[src/rtl/uart_msg_pkg.sv]
// Shared types and message ROM for the UART message transmitter.
// UART_MSG_PARITY_EN adds the TX_PARITY state to tx_state_t.
package uart_msg_pkg;

   localparam int MSG_LEN = 7;

   // "Hello\r\n", MSG[0] is the first character on the wire
   localparam logic [0:MSG_LEN-1][7:0] MSG = {8'h48, 8'h65, 8'h6C, 8'h6C, 8'h6F, 8'h0D, 8'h0A};

   typedef enum logic [2:0] {
      TX_IDLE,
      TX_START,
      TX_DATA,
`ifdef UART_MSG_PARITY_EN
      TX_PARITY,
`endif
      TX_STOP
   } tx_state_t;

   typedef enum logic [2:0] {
      SEQ_IDLE,
      SEQ_LOAD,
      SEQ_WAIT_HI,
      SEQ_WAIT_LO,
      SEQ_GAP
   } seq_state_t;

endpackage

[src/rtl/uart_msg_tx_core.sv]
// Baud divider and 8N1 transmitter FSM (8E1 when UART_MSG_PARITY_EN is defined).
// busy covers start bit through stop bit; byte_done marks the last stop-bit clock.
module uart_msg_tx_core
   import uart_msg_pkg::*;
#(
   parameter int CLK_HZ = 25000000,
   parameter int BAUD   = 115200
) (
   input  logic       clk_25mhz,
   input  logic       resetn,
   input  logic [7:0] data,
   input  logic       start_tx,
   output logic       busy,
   output logic       tx,
   output logic       byte_done
);

   localparam int DIV = CLK_HZ / BAUD;
   localparam int BW  = (DIV > 2) ? $clog2(DIV) : 1;
   localparam logic [BW-1:0] BAUD_LAST = BW'(DIV - 1);

   tx_state_t      state, state_nxt;
   logic [BW-1:0]  baud_cnt;
   logic [2:0]     bit_cnt;
   logic [7:0]     shreg;
   logic           bit_end;

   assign bit_end = (baud_cnt == BAUD_LAST);
   assign busy    = (state != TX_IDLE);

   always_ff @(posedge clk_25mhz or negedge resetn) begin
      if (!resetn) begin
         state    <= TX_IDLE;
         baud_cnt <= '0;
         bit_cnt  <= '0;
         shreg    <= '0;
      end else begin
         state <= state_nxt;
         if (state == TX_IDLE) begin
            baud_cnt <= '0;
            bit_cnt  <= '0;
            if (start_tx) shreg <= data;
         end else begin
            baud_cnt <= bit_end ? '0 : baud_cnt + BW'(1);
            if (bit_end && state == TX_DATA) begin
               shreg   <= {1'b0, shreg[7:1]};
               bit_cnt <= bit_cnt + 3'd1;
            end
         end
      end
   end

`ifdef UART_MSG_PARITY_EN
   // Parity is taken at latch time since the shift register is consumed by TX_DATA
   logic par_q;

   always_ff @(posedge clk_25mhz or negedge resetn) begin
      if (!resetn)                          par_q <= 1'b0;
      else if (state == TX_IDLE && start_tx) par_q <= ^data;
   end
`endif

   always_comb begin
      state_nxt = state;
      tx        = 1'b1;
      byte_done = 1'b0;
      case (state)
         TX_IDLE:  if (start_tx) state_nxt = TX_START;
         TX_START: begin
            tx = 1'b0;
            if (bit_end) state_nxt = TX_DATA;
         end
         TX_DATA: begin
            tx = shreg[0];
`ifdef UART_MSG_PARITY_EN
            if (bit_end && bit_cnt == 3'd7) state_nxt = TX_PARITY;
`else
            if (bit_end && bit_cnt == 3'd7) state_nxt = TX_STOP;
`endif
         end
`ifdef UART_MSG_PARITY_EN
         TX_PARITY: begin
            tx = par_q;
            if (bit_end) state_nxt = TX_STOP;
         end
`endif
         TX_STOP: begin
            if (bit_end) begin
               byte_done = 1'b1;
               state_nxt = TX_IDLE;
            end
         end
         default:  state_nxt = TX_IDLE;
      endcase
   end

endmodule

[src/rtl/uart_msg_tx.sv]
// Message sequencer: streams the MSG ROM into the UART core while enable is high.
// Optional even parity via UART_MSG_PARITY_EN (handled inside the core).
module uart_msg_tx
   import uart_msg_pkg::*;
#(
   parameter int CLK_HZ     = 25000000,
   parameter int BAUD       = 115200,
   parameter int GAP_CYCLES = 0
) (
   input  logic       clk_25mhz,
   input  logic       resetn,
   input  logic       enable,
   output logic       tx,
   output logic       busy,
   output logic [7:0] data,
   output logic       byte_done
);

   localparam int IW = $clog2(MSG_LEN);
   localparam int GW = (GAP_CYCLES > 2) ? $clog2(GAP_CYCLES) : 1;
   localparam logic [GW-1:0] GAP_LAST = GW'((GAP_CYCLES > 0) ? GAP_CYCLES - 1 : 0);
   localparam logic [IW-1:0] IDX_LAST = IW'(MSG_LEN - 1);

   seq_state_t     seq, seq_nxt;
   logic [IW-1:0]  idx, idx_nxt;
   logic [GW-1:0]  gap_cnt;
   logic [7:0]     data_q;
   logic           start_tx;

   assign data = data_q;

   always_ff @(posedge clk_25mhz or negedge resetn) begin
      if (!resetn) begin
         seq     <= SEQ_IDLE;
         idx     <= '0;
         gap_cnt <= '0;
         data_q  <= MSG[0];
      end else begin
         seq     <= seq_nxt;
         idx     <= idx_nxt;
         gap_cnt <= (seq == SEQ_GAP) ? gap_cnt + GW'(1) : '0;
         // data only moves on entry to LOAD, so it holds steady across the frame and idle
         if (seq_nxt == SEQ_LOAD) data_q <= MSG[idx_nxt];
      end
   end

   always_comb begin
      seq_nxt  = seq;
      idx_nxt  = idx;
      start_tx = 1'b0;
      case (seq)
         SEQ_IDLE:    if (enable) seq_nxt = SEQ_LOAD;
         SEQ_LOAD: begin
            start_tx = 1'b1;
            seq_nxt  = SEQ_WAIT_HI;
         end
         SEQ_WAIT_HI: if (busy) seq_nxt = SEQ_WAIT_LO;
         SEQ_WAIT_LO: begin
            if (!busy) begin
               idx_nxt = (idx == IDX_LAST) ? '0 : idx + IW'(1);
               if (GAP_CYCLES != 0) seq_nxt = SEQ_GAP;
               else                 seq_nxt = enable ? SEQ_LOAD : SEQ_IDLE;
            end
         end
         SEQ_GAP:     if (gap_cnt == GAP_LAST) seq_nxt = enable ? SEQ_LOAD : SEQ_IDLE;
         default:     seq_nxt = SEQ_IDLE;
      endcase
   end

   uart_msg_tx_core #(
      .CLK_HZ (CLK_HZ),
      .BAUD   (BAUD)
   ) u_core (
      .clk_25mhz (clk_25mhz),
      .resetn    (resetn),
      .data      (data_q),
      .start_tx  (start_tx),
      .busy      (busy),
      .tx        (tx),
      .byte_done (byte_done)
   );

endmodule

[config.mk]
export PLATFORM = sky130hd
export DESIGN_NAME = uart_msg_tx
export DESIGN_NICKNAME = d
export VERILOG_FILES = /design/src/rtl/uart_msg_pkg.sv /design/src/rtl/uart_msg_tx_core.sv /design/src/rtl/uart_msg_tx.sv
export SDC_FILE = /design/constraint.sdc
export NUM_CORES = 1
export LEC_CHECK = 0
export ABC_AREA = 1
export BUFFER_PORTS_ARGS = -buffer_cell sky130_fd_sc_hd__buf_2
export CORE_ASPECT_RATIO = 1.1
export CORE_MARGIN = 1
export CORE_UTILIZATION = 60
export CTS_BUF_LIST = sky130_fd_sc_hd__clkbuf_2 sky130_fd_sc_hd__clkbuf_4 sky130_fd_sc_hd__clkbuf_8
export CTS_CLUSTER_DIAMETER = 50
export CTS_CLUSTER_SIZE = 12
export DETAILED_ROUTE_END_ITERATION = 6
export GPL_ROUTABILITY_DRIVEN = 1
export GPL_TIMING_DRIVEN = 0
export PLACE_DENSITY_LB_ADDON = 0.2
export SLEW_MARGIN = 20
export SYNTH_ARGS = -nofsm -noshare
export SYNTH_HDL_FRONTEND = slang
export SYNTH_SLANG_ARGS = --single-unit
export TNS_END_PERCENT = 5
[constraint.sdc]
create_clock -name clk_25mhz -period 2.5 [get_ports clk_25mhz]
set_input_delay 0.375 -clock clk_25mhz [delete_from_list [all_inputs] [get_ports clk_25mhz]]
set_output_delay 0.375 -clock clk_25mhz [all_outputs]
set_load 0.03 [all_outputs]
# ---- Word level (Yosys, flattened, before mapping)
# Memories as Yosys holds them, arrays and structs flattened. A register that Yosys moved wholly into a read port is not among the register bits.
# Cells that the tools add are included.
dict set report totals {
  memories 1
  register_bits 29
  output_inout_bits 11
  rom_bits 64
}
# memory depth width rd rd_clocked_by_memory_dff write_ports line
set memory_table {}
lappend memory_table {{(no name shown)} 8 8 1 1 0 uart_msg_tx.sv:43} ;# if (seq_nxt == SEQ_LOAD) data_q <= MSG[idx_nxt];
dict set report classes {
  n_addsub 4
  mux 26
  bitwise_logic 1
  eq_ne 15
  reduce_logical 9
}
# op n
set ops {}
lappend ops {{$mux 8} 5}
lappend ops {{$mux 3} 13}
lappend ops {{$pmux 3 s5} 1}
lappend ops {{$eq 3x2->1 const B} 4}
lappend ops {{$pmux 3 s4} 1}
lappend ops {{$eq 3x1->1 const B} 3}
lappend ops {{$eq 3x3->1 const B} 3}
lappend ops {{$add 8x1->8 const B} 1}
lappend ops {{$eq 8x8->1 const B} 1}
lappend ops {{$add 3x1->3 const B} 2}
lappend ops {{$logic_not 3->1} 2}
lappend ops {{$mux 1} 5}
lappend ops {{$ne 2x1->1 const B} 2}
lappend ops {{$ne 2x2->1 const B} 2}
lappend ops {{$not 3->4} 1}
lappend ops {{$reduce_and 4->1} 1}
lappend ops {{$reduce_bool 3->1} 1}
lappend ops {{$logic_and 1x1->1} 2}
lappend ops {{$pmux 1 s2} 1}
lappend ops {{$reduce_and 2->1} 1}
lappend ops {{$reduce_bool 2->1} 1}
lappend ops {{$add 1x1->1 const B} 1}
lappend ops {{$logic_not 1->1} 1}

# ---- Depth between registers and ports, before layout
dict set report logic_depth {
  depth_word 5
  depth_mapped 13
  mapped_depth_nobuf 12
}

# ---- Cells and area by module
# A second synthesis with hierarchy kept.
dict set report unflattened {
  cells_unflattened 234
  hier_area_um2 1848.0
}
# mod area_per_inst_um2 cells_each n_inst
set modules_own_cells {}
lappend modules_own_cells {uart_msg_tx_core 1181.1 148 1}
lappend modules_own_cells {uart_msg_tx 666.9 86 1}

# ---- Least setup slack after synthesis
# OpenSTA, ideal clock, no wires.
dict set report synth_path {
  path_kind {register to output}
  start {register u_core.baud_cnt[5]}
  end {output byte_done}
  path_buffers 0
  arrival_time_ns 1.276
  path_stages_with_launch 5
  setup_slack_ns 0.849
  required_time_ns 2.125
  cell_sequence {dfrtp_1 > or2_4 > nor2_4 > nand3_4 > nor2_1}
}
dict set report synth_via {
  elab_chain_len 3
}
# item line
set synth_lines {}
lappend synth_lines {{from (decl)} uart_msg_tx_core.sv:23} ;# logic [BW-1:0] baud_cnt;
lappend synth_lines {{from (signal assigned)} uart_msg_tx_core.sv:44} ;# baud_cnt <= bit_end ? '0 : baud_cnt + BW'(1);
lappend synth_lines {{$eq 8x8->1} uart_msg_tx_core.sv:28} ;# assign bit_end = (baud_cnt == BAUD_LAST);
lappend synth_lines {{$mux 1} uart_msg_tx_core.sv:88} ;# if (bit_end) begin
lappend synth_lines {{$mux 1} uart_msg_tx_core.sv:67} ;# case (state)
lappend synth_lines {{to (decl)} uart_msg_tx.sv:16} ;# output logic byte_done
# Every way passes these cells.

# ---- Final worst setup path
dict set report layout_path {
  start {register u_core.state[0]}
  end {output tx}
}
dict set report layout_via {
  elab_chain_len 2
  elab_cells_between_ends 3
  cone_classes {2 x eq/ne; 1 x mux}
}
# item line
set layout_lines {}
lappend layout_lines {{from (decl)} uart_msg_tx_core.sv:22} ;# tx_state_t state, state_nxt;
lappend layout_lines {{from (signal assigned)} uart_msg_tx_core.sv:38} ;# state <= state_nxt;
lappend layout_lines {{$eq 3x2->1 or $eq 3x1->1 (tied branches)} uart_msg_tx_core.sv:67}
lappend layout_lines {{$pmux 1 s2 (*)} uart_msg_tx_core.sv:67}
lappend layout_lines {{to (decl)} uart_msg_tx.sv:13} ;# output logic tx,
# Mark *: on every way between the ends. The rest lies on a longest branch, timed or not.

==> flow_summary_export.csv <==
group,metric,value,unit
floorplanning,fp.dieW,54.4,um
floorplanning,die_h,59.7,um
global_routing,grt_busiest_layer,"met2",
sta,slew_violations,0,
sta,skew,0.00840,ns
synthesis,ys.flop_type,"dfrtp_1",
placed_design,place_ws,0.789,ns
drt,dr.pass1.iters,4,
drt,drc,0,
synthesis,synth_seq_cells,33,
cts,cts_tree,"done",
global_routing,grt_max_degree,34,
sta,fin_crit_sh,82.3,%
synthesis,yosys-top-cells-area,"dfrtp_1 43%, nand2_1 14%, nand3_1 6.3%",
drt,wl_per_cell,11.3,um
pwr,power_density,1260,mW/mm2
cts,clk_pin_slew,0.11,ns
floorplanning,rows,20,
setup_path,cp_max_fo,5,
synthesis,synth_common_cells,"69 x nand2_1, 31 x dfrtp_1, 23 x nand3_1",
drt,drt-initial-drc-count,60,
setup_path,cp-end-kind,"primary output",
synthesis,yosysSeqAreaShare,45.6,%
drt,vias_per_cell,5.03,
sta,final-hold-violation-count,0,
floorplanning,initial_utilization,64.2,%
pwr,power,2510,uW
synthesis,yosysTopAreaCell,"dfrtp_1",
synthesis,synth_edf_count,0,
synthesis,synth_cell_types,30,
drt,ant_nets,0,
placed_design,io_buffers,11,
pwr,cellLeakagePower,0.00105,uW
sta,fin_tns_setup,0,ns
synthesis,synth.most_common_cell,"nand2_1",
synthesis,synthesis.area,0.00182,mm2
layout,layout.nets,251,
sta,slew_headroom,52.6,%
layout,area_growth,9.37,%
floorplanning,fp.dieArea,0.00325,mm2
layout,final_layout_size_suffix_gt1_share,20.0,%
global_routing,gr-usage-met3,7.89,%
setup_path,required,2.12,ns
sta,rsz0062_at_grt,"false",
global_routing,gr-usage-all-layers,23.7,%
sta,finalSetupViolations,0,
sta,tightestPinTransition,0.712,ns
layout,diodes,0,
cts,clockRootBuffer,"clkbuf_4",
global_routing,met2_usage,38.2,%
run,drv_cap,0,
drt,drt_wl_total,3090,um
status,status,"complete, no violations",
floorplanning,core,0.00283,mm2
sta,fin_ws,0.444,ns
setup_path,cp-start-kind,"flip-flop",
sta,clock.fmax,0.486,GHz
setup_path,arrival,1.68,ns
min_path,hold_class,"primary input to async pin",
synthesis,yosysTopAreaCellShare,42.7,%
synthesis,post_synth.cell_area_avg,8.25,um2
synthesis,syn_inst,220,
synthesis,async_flop_share,100,%
global_routing,antenna_found_initial,0,
sta,whs,0.0667,ns
global_routing,grt.met1_usage,29.8,%
cts,cts.path.max_buffers,2,
cts,cts.sinks,33,
cts,ctsResizeCount,0,
cts,numCtsBuffers,5,
pwr,ir_worst_vdd,0.000834,V
cts,post_cts_buffers,0,
global_routing,grt_pass1_wl,5360,um
setup_path,path_class,"flip-flop to primary output",
floorplanning,io_pins,14,
global_routing,grt_pass1_vias,1264,
global_routing,overflow,0,
synthesis,yosys_warnings,0,
placed_design,place_congestion,0.755,
placed_design,dpl.hpwl,2250,um
sta,period_needed,2.06,ns
cts,holdBufCountCts,0,
cts,cts_htree_levels,2,
cts,clock_latency,0.34,ns
drt,vias,1372,
-- cells in the final DEF, fill, tap and decap left out, drive strengths merged --
cell	n
nor2	20
mux2i	1
o211ai	1
conb	2
clkinv	1
dfrtp	31
xor2	2
nand2	74
o21ai	7
nand4	2
buf	14
nor4	1
nor3	4
nand3	25
clkbuf	7
ha	9
nor3b	1
a21oi	5
dfstp	2
inv	27
or2	4
-- layer usage --
metal | share of wire [%] | vias to the layer above
met4 | 1.4 | 0
li1 | - | 729
met1 | 45 | 613
met2 | 49 | 23
met5 | 0 | -
met3 | 4.0 | 7
-- where the power goes --
part / total [uW] / internal, uW / leakage [uW] / switching (uW)
combinational: 1290 / 431 / 0.000604 / 861
clock: 347 / 163 / 0.0000413 / 184
sequential: 868 / 733 / 0.000410 / 135
total: 2510 / 1330 / 0.00105 / 1180
-- logic make-up after synthesis --
family / synth area share (%)
simple gates: 34.2
compound gates: 4.96
mux: 0.551
xor+xnor: 0.965
other cells: 0.207
buf+inv: 7.31
fa+ha+maj: 6.20
flops: 45.6
-- state kept, by name, indices dropped and copies added, names as in the netlist --
signal	cells
u_core.baud_cnt	8
u_core.shreg	7
data	6
idx	3
seq	3
u_core.bit_cnt	3
u_core.state	2
gap_cnt	1
-- worst max-delay path, cell delays in order, from the launching register on --
cell	delay (ns)
dfrtp_1	0.41
inv_1	0.09
ha_1	0.28
or2_2	0.31
nand2_1	0.06
buf_2	0.18
-- per-stage QoR --
step,util [%],area (um2),cells
floorplan,-,1820,221
global placement,67.7,1920,265
detailed placement,67.7,1920,265
CTS,70.2,1990,273
global route,70.2,1990,273
finish,70.2,1990,273
-- cell type report --
| class | count | area [um2] |
|---|---|---|
| plain buffers | 3 | 26.3 |
| well taps | 33 | 41.3 |
| clock buffers | 7 | 65.1 |
| fillers | 235 | 842 |
| multi-input cells | 158 | 858 |
| repair buffers | 11 | 55.1 |
| flip-flops and latches | 33 | 828 |
| inverters | 27 | 106 |
| clock inverters | 1 | 5.00 |
-- worst paths after layout --
path                                  from            endpoint  slack [ns]  depth (start not counted)
min                                 resetn  u_core.baud_cnt[6]        0.07                          1
max reg2reg                u_core.state[0]             data[1]        0.79                          8
max in group asynchronous           resetn             data[2]        1.97                          1
min reg2reg                        gap_cnt             gap_cnt        0.42                          1
min in group clk_25mhz              enable              seq[0]        0.31                          3
max                        u_core.state[0]                  tx        0.44                          5
No activity file was read; power rests on OpenSTA's default activity.
